File: config.mk
export PLATFORM = sky130hd
export DESIGN_NAME = dcm_freq_meter
export DESIGN_NICKNAME = d
export VERILOG_FILES = /design/src/rtl/dcm_pkg.sv /design/src/rtl/dcm_edge_sync.sv /design/src/rtl/dcm_freq_meter.sv
export SDC_FILE = /design/constraint.sdc
export NUM_CORES = 1
export LEC_CHECK = 0
export CORE_UTILIZATION = 60
export DETAILED_ROUTE_END_ITERATION = 10
export PLACE_DENSITY = 0.91
export SLEW_MARGIN = 15
export SYNTH_ARGS = -nofsm -noshare
export SYNTH_HDL_FRONTEND = slang
export SYNTH_SLANG_ARGS = --single-unit
export TNS_END_PERCENT = 1
File: constraint.sdc
create_clock -name clock -period 11.1 [get_ports clock]
set_input_delay 2.775 -clock clock [delete_from_list [all_inputs] [get_ports clock]]
set_output_delay 2.775 -clock clock [all_outputs]
set_load 0.01 [all_outputs]
File: src/rtl/dcm_pkg.sv
// Shared types and constants for the clock-manager frequency meter.
package dcm_pkg;

    localparam int PROG_W    = 3;
    localparam int NUM_CODES = 8;

    typedef enum logic [1:0] {
        IDLE    = 2'd0,
        MEASURE = 2'd1,
        DECODE  = 2'd2
    } state_e;

    // Nominal period (in system-clock cycles) produced by program code k.
    function automatic logic [31:0] expected_period(input int k, input int base);
        return 32'(base) << k;
    endfunction

endpackage

File: src/rtl/dcm_edge_sync.sv
// Two-flop synchroniser for an asynchronous clock plus a rising-edge pulse.
module dcm_edge_sync (
    input  logic clock,
    input  logic reset,
    input  logic d,
    output logic rise
);

    logic meta_q, meta_d;
    logic sync_q, sync_d;
    logic dly_q, dly_d;

    // Next values of the synchroniser chain and the edge-detect register.
    always_comb begin
        meta_d = d;
        sync_d = meta_q;
        dly_d  = sync_q;
    end

    // Chain registers, cleared asynchronously.
    always_ff @(posedge clock or negedge reset) begin
        if (!reset) begin
            meta_q <= 1'b0;
            sync_q <= 1'b0;
            dly_q  <= 1'b0;
        end else begin
            meta_q <= meta_d;
            sync_q <= sync_d;
            dly_q  <= dly_d;
        end
    end

    assign rise = sync_q & ~dly_q;

endmodule

File: src/rtl/dcm_freq_meter.sv
// Measures the period of clk_meas in system-clock cycles and decodes it back
// to the 3-bit program code that generated it; tracks lock and errors.
module dcm_freq_meter
    import dcm_pkg::*;
#(
    parameter int BASE_PERIOD = 2,
    parameter int TOL         = 1,
    parameter int LOCK_CNT    = 2,
    parameter int TIMEOUT     = 4096,
    parameter int CW          = 16
) (
    input  logic              clock,
    input  logic              reset,
    input  logic              clk_meas,
    input  logic              enable,
    output logic [CW-1:0]     period_out,
    output logic [PROG_W-1:0] prog_detect,
    output logic              meas_valid,
    output logic              locked,
    output logic              code_changed,
    output logic              error
);

    localparam int CW1 = CW + 1;
    localparam int MW  = $clog2(LOCK_CNT + 1);

    logic rise;

    state_e            state_q, state_d;
    logic [CW-1:0]     cnt_q, cnt_d;
    logic [CW-1:0]     per_q, per_d;
    logic [CW-1:0]     period_out_q, period_out_d;
    logic [PROG_W-1:0] prog_q, prog_d;
    logic [PROG_W-1:0] lock_code_q, lock_code_d;
    logic [MW-1:0]     match_q, match_d;
    logic              lock_seen_q, lock_seen_d;
    logic              meas_valid_q, meas_valid_d;
    logic              locked_q, locked_d;
    logic              cc_q, cc_d;
    logic              error_q, error_d;

    logic              hit;
    logic [PROG_W-1:0] hit_code;
    logic [CW1-1:0]    exp_v, per_v, diff_v;

    dcm_edge_sync u_sync (
        .clock (clock),
        .reset (reset),
        .d     (clk_meas),
        .rise  (rise)
    );

    // Match the latched period against every code; descending scan so the
    // lowest matching code is the one left standing.
    always_comb begin
        hit      = 1'b0;
        hit_code = '0;
        exp_v    = '0;
        diff_v   = '0;
        per_v    = {1'b0, per_q};
        for (int k = NUM_CODES - 1; k >= 0; k--) begin
            exp_v  = CW1'(expected_period(k, BASE_PERIOD));
            diff_v = (per_v >= exp_v) ? (per_v - exp_v) : (exp_v - per_v);
            if (diff_v <= CW1'(TOL)) begin
                hit      = 1'b1;
                hit_code = PROG_W'(k);
            end
        end
    end

    // Measurement FSM: next state, counters and result registers.
    always_comb begin
        state_d      = state_q;
        cnt_d        = cnt_q;
        per_d        = per_q;
        period_out_d = period_out_q;
        prog_d       = prog_q;
        lock_code_d  = lock_code_q;
        lock_seen_d  = lock_seen_q;
        match_d      = match_q;
        meas_valid_d = 1'b0;
        locked_d     = locked_q;
        cc_d         = 1'b0;
        error_d      = error_q;

        if (!enable) begin
            // Abort quietly: results and status hold.
            state_d = IDLE;
            cnt_d   = '0;
        end else begin
            case (state_q)
                IDLE: begin
                    cnt_d = '0;
                    if (rise) begin
                        state_d = MEASURE;
                        cnt_d   = CW'(1);
                    end
                end

                MEASURE: begin
                    if (rise) begin
                        per_d   = cnt_q;
                        cnt_d   = CW'(1);
                        state_d = DECODE;
                    end else if (cnt_q >= CW'(TIMEOUT)) begin
                        error_d  = 1'b1;
                        locked_d = 1'b0;
                        match_d  = '0;
                        cnt_d    = '0;
                        state_d  = IDLE;
                    end else begin
                        cnt_d = cnt_q + CW'(1);
                    end
                end

                DECODE: begin
                    period_out_d = per_q;
                    meas_valid_d = 1'b1;
                    if (hit) begin
                        prog_d  = hit_code;
                        error_d = 1'b0;
                        if (hit_code == prog_q)
                            match_d = (match_q >= MW'(LOCK_CNT)) ? match_q : match_q + MW'(1);
                        else
                            match_d = MW'(1);
                        locked_d = (match_d >= MW'(LOCK_CNT));
                        // Report a change only on a fresh lock to a new code.
                        if (locked_d && !locked_q) begin
                            cc_d        = !lock_seen_q || (hit_code != lock_code_q);
                            lock_code_d = hit_code;
                            lock_seen_d = 1'b1;
                        end
                    end else begin
                        error_d  = 1'b1;
                        locked_d = 1'b0;
                        match_d  = '0;
                    end
                    // The cycle after the closing rise was already counted on
                    // entry; this DECODE cycle is the next one of the new
                    // period. A rise landing here restarts the count from it.
                    state_d = MEASURE;
                    cnt_d   = rise ? CW'(1) : cnt_q + CW'(1);
                end

                default: begin
                    state_d = IDLE;
                    cnt_d   = '0;
                end
            endcase
        end
    end

    // State and result registers.
    always_ff @(posedge clock or negedge reset) begin
        if (!reset) begin
            state_q      <= IDLE;
            cnt_q        <= '0;
            per_q        <= '0;
            period_out_q <= '0;
            prog_q       <= '0;
            lock_code_q  <= '0;
            lock_seen_q  <= 1'b0;
            match_q      <= '0;
            meas_valid_q <= 1'b0;
            locked_q     <= 1'b0;
            cc_q         <= 1'b0;
            error_q      <= 1'b0;
        end else begin
            state_q      <= state_d;
            cnt_q        <= cnt_d;
            per_q        <= per_d;
            period_out_q <= period_out_d;
            prog_q       <= prog_d;
            lock_code_q  <= lock_code_d;
            lock_seen_q  <= lock_seen_d;
            match_q      <= match_d;
            meas_valid_q <= meas_valid_d;
            locked_q     <= locked_d;
            cc_q         <= cc_d;
            error_q      <= error_d;
        end
    end

    assign period_out   = period_out_q;
    assign prog_detect  = prog_q;
    assign meas_valid   = meas_valid_q;
    assign locked       = locked_q;
    assign code_changed = cc_q;
    assign error        = error_q;

endmodule
* After elaboration in Yosys (flattened, before gate mapping)
Cells that the tools add are included.
** Cells by class
- Bitwise logic cells :: 2
- Add/sub/neg operators :: 18
- Mux-type cells :: 57
- Reductions and logical operators :: 12
- $lt $le $gt $ge :: 19
- Equal/unequal tests :: 8
** Operator list (number)
- 17-bit by 1-bit <= comparator with 1-bit output (second input constant) :: 8
- 17-bit two-way mux :: 8
- 16-bit two-way mux :: 4
- 16-bit one-hot mux with 3 select lines :: 1
- 3-bit two-way mux :: 8
- 2-bit two-way mux :: 11
- 1-bit two-way mux :: 21
- 16-bit by 2-bit subtractor with 17-bit output (second input constant) :: 1
- 16-bit by 3-bit subtractor with 17-bit output (second input constant) :: 1
- 16-bit by 4-bit subtractor with 17-bit output (second input constant) :: 1
- 16-bit by 5-bit subtractor with 17-bit output (second input constant) :: 1
- 16-bit by 6-bit subtractor with 17-bit output (second input constant) :: 1
- 16-bit by 7-bit subtractor with 17-bit output (second input constant) :: 1
- 16-bit by 8-bit subtractor with 17-bit output (second input constant) :: 1
- 16-bit by 9-bit subtractor with 17-bit output (second input constant) :: 1
- 2-bit by 16-bit subtractor with 17-bit output (first input constant) :: 1
- 3-bit by 16-bit subtractor with 17-bit output (first input constant) :: 1
- 4-bit by 16-bit subtractor with 17-bit output (first input constant) :: 1
- 5-bit by 16-bit subtractor with 17-bit output (first input constant) :: 1
- 6-bit by 16-bit subtractor with 17-bit output (first input constant) :: 1
- 7-bit by 16-bit subtractor with 17-bit output (first input constant) :: 1
- 8-bit by 16-bit subtractor with 17-bit output (first input constant) :: 1
- 9-bit by 16-bit subtractor with 17-bit output (first input constant) :: 1
- 16-bit by 1-bit adder with 16-bit output (second input constant) :: 1
- 31 further kinds :: 38
** Storage, ports and cells
- Register bits after elaboration :: 66
- Logic and storage cells :: 131
- Input bits :: 4
- Output and inout bits :: 23

* Depth between registers and ports, before layout
- Depth after elaboration :: 22
- Mapped depth :: 17
- Mapped depth without buffers :: 13

* Hierarchy
From an unflattened synthesis, not the netlist that was laid out.
** Unflattened totals
- Cell total of the unflattened synthesis :: 864
- Area total of the unflattened synthesis :: 6844.1 um^2
** By module, submodules not included
- dcm_freq_meter :: area each 6755.2 um^2, times used 1, cells an instance 860, seq. area each 1576.5 um^2
- dcm_edge_sync :: area each 88.8 um^2, times used 1, cells an instance 4, seq. area each 75.1 um^2

* Worst setup path after synthesis
No wires, ideal clock.
- Path kind :: flip-flop to flip-flop
- From :: register per_q[8]
- To :: register lock_code_q[1]
- Arrival time :: 3.964 ns
- Setup time :: 0.125 ns
- Cell stages (with the launch flop) :: 16
- Setup slack :: 7.011 ns
- Required time :: 10.975 ns
- Clock period less this slack :: 4.089 ns
- Path buffers :: 2
- Path through :: dfrtp_1 > inv_1 > clkbuf_1 > ha_1 > buf_2 > or3b_1 > nor3_4 > o311ai_2 > or4_1 > a21boi_1 > nand4_1 > and4_1 > o21ai_1 > a21boi_2 > o2111ai_4 > mux2_4
** On the way
- Longest elaborated chain between the ends :: 19
- Elaborated cells on any way between the ends :: 64
- Classes of those cells :: add/sub: 16; order compare: 17; eq/ne: 1; mux: 28; reduce/logical: 2
** RTL lines
- from (decl) :: line dcm_freq_meter.sv:31 : logic [CW-1:0] per_q, per_d;
- from (signal assigned) :: line dcm_freq_meter.sv:171 : per_q <= per_d;
- 9-bit by 16-bit subtractor with 17-bit output (tied with other cells) :: line dcm_freq_meter.sv:63 : diff_v = (per_v >= exp_v) ? (per_v - exp_v) : (exp_v - per_v);
- 17-bit two-way mux :: line dcm_freq_meter.sv:63
- 17-bit by 1-bit <= comparator with 1-bit output :: line dcm_freq_meter.sv:64 : if (diff_v <= CW1'(TOL)) begin
- 3-bit two-way mux (8 in a row) :: line dcm_freq_meter.sv:64
- 3-bit == test :: line dcm_freq_meter.sv:122 : if (hit_code == prog_q)
- 2-bit two-way mux :: line dcm_freq_meter.sv:122
- 2-bit two-way mux :: line dcm_freq_meter.sv:119 : if (hit) begin
- 2-bit two-way mux :: line dcm_freq_meter.sv:91 : case (state_q)
- 2-bit two-way mux :: line dcm_freq_meter.sv:86 : if (!enable) begin
- 2-bit greater-or-equal comparator :: line dcm_freq_meter.sv:126 : locked_d = (match_d >= MW'(LOCK_CNT));
- 1-bit logical AND :: line dcm_freq_meter.sv:128 : if (locked_d && !locked_q) begin
- 4-bit AND reduction (no source line)
- to (signal assigned) :: line dcm_freq_meter.sv:174 : lock_code_q <= lock_code_d;
- to (decl) :: line dcm_freq_meter.sv:34 : logic [PROG_W-1:0] lock_code_q, lock_code_d;
Several ways; a longest one is shown, not always the timed one. The select of a mux whose other input is x is not followed.
A chain may end at the register's enable or synchronous reset.

* Worst setup path after layout
Same ends and word-level chain as after synthesis.

==> metrics.cfg <==
[synthesis]
synth_area_mm2 = 0.00693
async_reset_ff_share_pct = 100
yosysWarnings = 0
synth_top_area_share_pct = 23.8
synth_edf_count = 0
syn-num-nets = 922
ys_seq_area_share_pct = 23.8
netlist_instances = 884
yosys.cell_count.top_type = nand2_1
synthTopCellsByArea = dfrtp_1 (24%), ha_1 (6.1%), nand2_1 (5.1%), o21ai_0 (4.2%), nor2_1 (3.1%)
yosys_most_used_dff = dfrtp_1
synthTopCellsByCount = nand2_1 (95), dfrtp_1 (66), o21ai_0 (58), nor2_1 (57)
yosysUniqueCellTypes = 93
synth_seq_cells = 66
synth_top_area_cell = dfrtp_1
syn_avg_cell_area_um2 = 7.84

[worst_setup_path]
cp_max_fo = 21
end_kind = register
cp-start-kind = register
critPathKind = register to register
cpPeakStageDelay_ps = 700
slowest_stage = dfrtp_1
worstPathRequired_ps = 11330
crit_chain = inv_1 > ha_1 > and2_1 > nand3_1 > o311ai_0 > xnor2_1 > nor3b_1 > nand3_1 > nor3b_1 > a31oi_1 > a211oi_2 > o2111ai_4 > mux2_4
arrival_ps = 6150

[grt]
gr-usage-all-layers_pct = 47.4
grt_pass1_wl_um = 41800
grt_pass1_vias = 7427
antenna_found_initial = 0
grt_max_degree = 67
grt-ovfl-total = 0

[floorplanning]
die_h_um = 109
initial_core_util_pct = 62.8
rows = 38
ioPinCount = 27
dieArea_mm2 = 0.0120
core_area_mm2 = 0.0110
dieWidth_um = 109

[final_layout]
fillers = 874
area_growth_pct = 8.42
multi_input_area_mm2 = 0.00494
insertedDiodeCount = 0
drive_gt1_share_pct = 7.73
seqCellArea_mm2 = 0.00165
fin_nets = 913
fin_cells = 1020

[pwr]
p_clk_share_pct = 19.0
p_int_uw = 742
sequentialPowerShare_pct = 20.9
power.switching_uw = 810
ir_drop_uv = 173
power.leakage_nw = 2.98
pwr-share-comb_pct = 60.1
power_density_mw_per_mm2 = 207
power_mw = 1.55
swShare_pct = 52.2

[run_status]
outcome = finished, final reports clean

[clocking]
cts_tree = built
ctsHtreeMaxLevel = 3
cts_buffers = 9
clock_path_buffers = 2
cts.sinks = 66
cts_resized = 0
root_buffer = clkbuf_16
cts_setup_buffers = 0
cts.reportedPaths.clkPinSlew_ps = 60
clk_latency_ps = 350
hold_buffers = 0

[routing]
drt_iter0_markers = 1236
vias = 7780
drc = 0
drtPass1Iterations = 6
routed_wl_um = 27500
viasPerCell = 7.63
avgRoutedWirePerCell_um = 27.0
antenna_left = 0

[placement]
hpwlAfterDp_um = 19800
placed_cells = 1003
gp_congestion = 1.12
io_buffers = 26

[timing]
rsz0062_at_grt = no
finClkSkew_ps = 7.96
fmax_ghz = 0.169
post-route-period-util_pct = 53.3
setup_violations = 0
tightest_slew_ps = 1210
relSlewSlack_pct = 17.4
period_minus_slack_ps = 5920
hold_violations = 0
setup_tns_ps = 0
slew_violations = 0

[job]
max-cap-violations = 0

[min_path]
min_path_type = register to register

-- worst max-delay path: cells and delay by family, from the launching register on --
kind / cells / cell delay, ps
simple gates: 5 / 1770
compound gates: 4 / 1560
flops: 1 / 700
buf+inv: 1 / 620
fa+ha+maj: 1 / 610
mux: 1 / 330
xor+xnor: 1 / 190
-- layer usage --
| layer | part of all wire, % | vias up | wire, um | track usage, % |
|---|---|---|---|---|
| met3 | 14 | 182 | 3870 | 17.0 |
| met4 | 7.6 | 0 | 2100 | 32.7 |
| li1 | - | 3338 | - | - |
| met1 | 37 | 3565 | 10100 | 58.2 |
| met2 | 42 | 695 | 11400 | 69.3 |
| met5 | 0 | - | 0 | 0 |
-- path summary, 6_finish.rpt --
check / from / end / slack (ps) / cells after the start
worst max-delay path: per_q[8]$_DFFE_PN0P_ / lock_code_q[1]$_DFFE_PN0P_ / 5180 / 13
worst min-delay path: u_sync.meta_q$_DFF_PN0_ / u_sync.dly_d$_DFF_PN0_ / 350 / 0
worst max register to register: per_q[8]$_DFFE_PN0P_ / lock_code_q[1]$_DFFE_PN0P_ / 5180 / 13
worst min register to register: u_sync.meta_q$_DFF_PN0_ / u_sync.dly_d$_DFF_PN0_ / 350 / 0
max in group asynchronous: reset / cnt_q[5]$_DFF_PN0_ / 7930 / 2
min in group asynchronous: reset / error$_DFFE_PN0P_ / 2600 / 2
-- per-stage QoR --
stage / hold slack, ps / instance area (um2) / worst slack (ps) / util (%)
floorplan: 331 / 6930 / 7010 / -
finish: 352 / 7510 / 5180 / 68.1
CTS: 353 / 7500 / 5450 / 68.0
global route: 360 / 7510 / 4920 / 68.1
global placement: 333 / 7200 / 5320 / 65.3
detailed placement: 340 / 7200 / 5490 / 65.3
-- registers in the layout (all words and copies together), names as in the netlist, 2 cells and up --
name and flops:
per_q 16, match_q 2, state_q 2, prog_detect 3, lock_code_q 3, period_out 16
cnt_q 16
-- layout by cell type, fill, tap and decap left out, types with 11 or more instances in the layout --
cell	synthesis	routed
nor3_1	28	28
nand3_1	41	41
ha_1	34	34
nand2_1	95	95
nand4_1	27	27
dfrtp_1	66	66
and3_1	17	17
o21ai_0	58	58
clkdlybuf4s50_1	0	25
nor2b_1	13	13
a21oi_1	42	42
o31ai_1	11	11
and2_1	13	13
inv_1	25	25
xnor2_1	24	24
nor2_1	57	57
nor4_1	15	15
mux2i_1	12	12
-- power by group through the flow --
stage          Sequential (mW)  Combinational [mW]  Clock (mW)
2_1_floorplan            0.290               0.631           0
3_3_place_gp             0.322               0.879           0
3_5_place_dp             0.322               0.865           0
4_1_cts                  0.318               0.873       0.292
5_1_grt                  0.325               0.977       0.301
6_report                 0.325               0.932       0.295
-- cell families (layout without fill, tap and decap cells) --
group | Yosys count | after routing | share of synthesized area, %
AO/OA/AOI/OAI | 248 | 248 | 25.6
XOR/XNOR | 34 | 34 | 4.30
adder cells (fa/ha/maj) | 34 | 34 | 6.14
buffers and inverters | 86 | 82 | 4.84
flip-flops | 66 | 66 | 23.8
multiplexers | 23 | 23 | 3.90
AND/OR/NAND/NOR | 393 | 393 | 31.4
-- layout make-up --
cell class,count,area share [%]
well taps,140,2.33
multi-input cells,732,65.8
repair buffers,35,4.30
clock inverters,6,0.866
clock buffers,10,3.18
flip-flops and latches,66,22.0
inverters,31,1.55
Power figures use the tool's default switching activity.
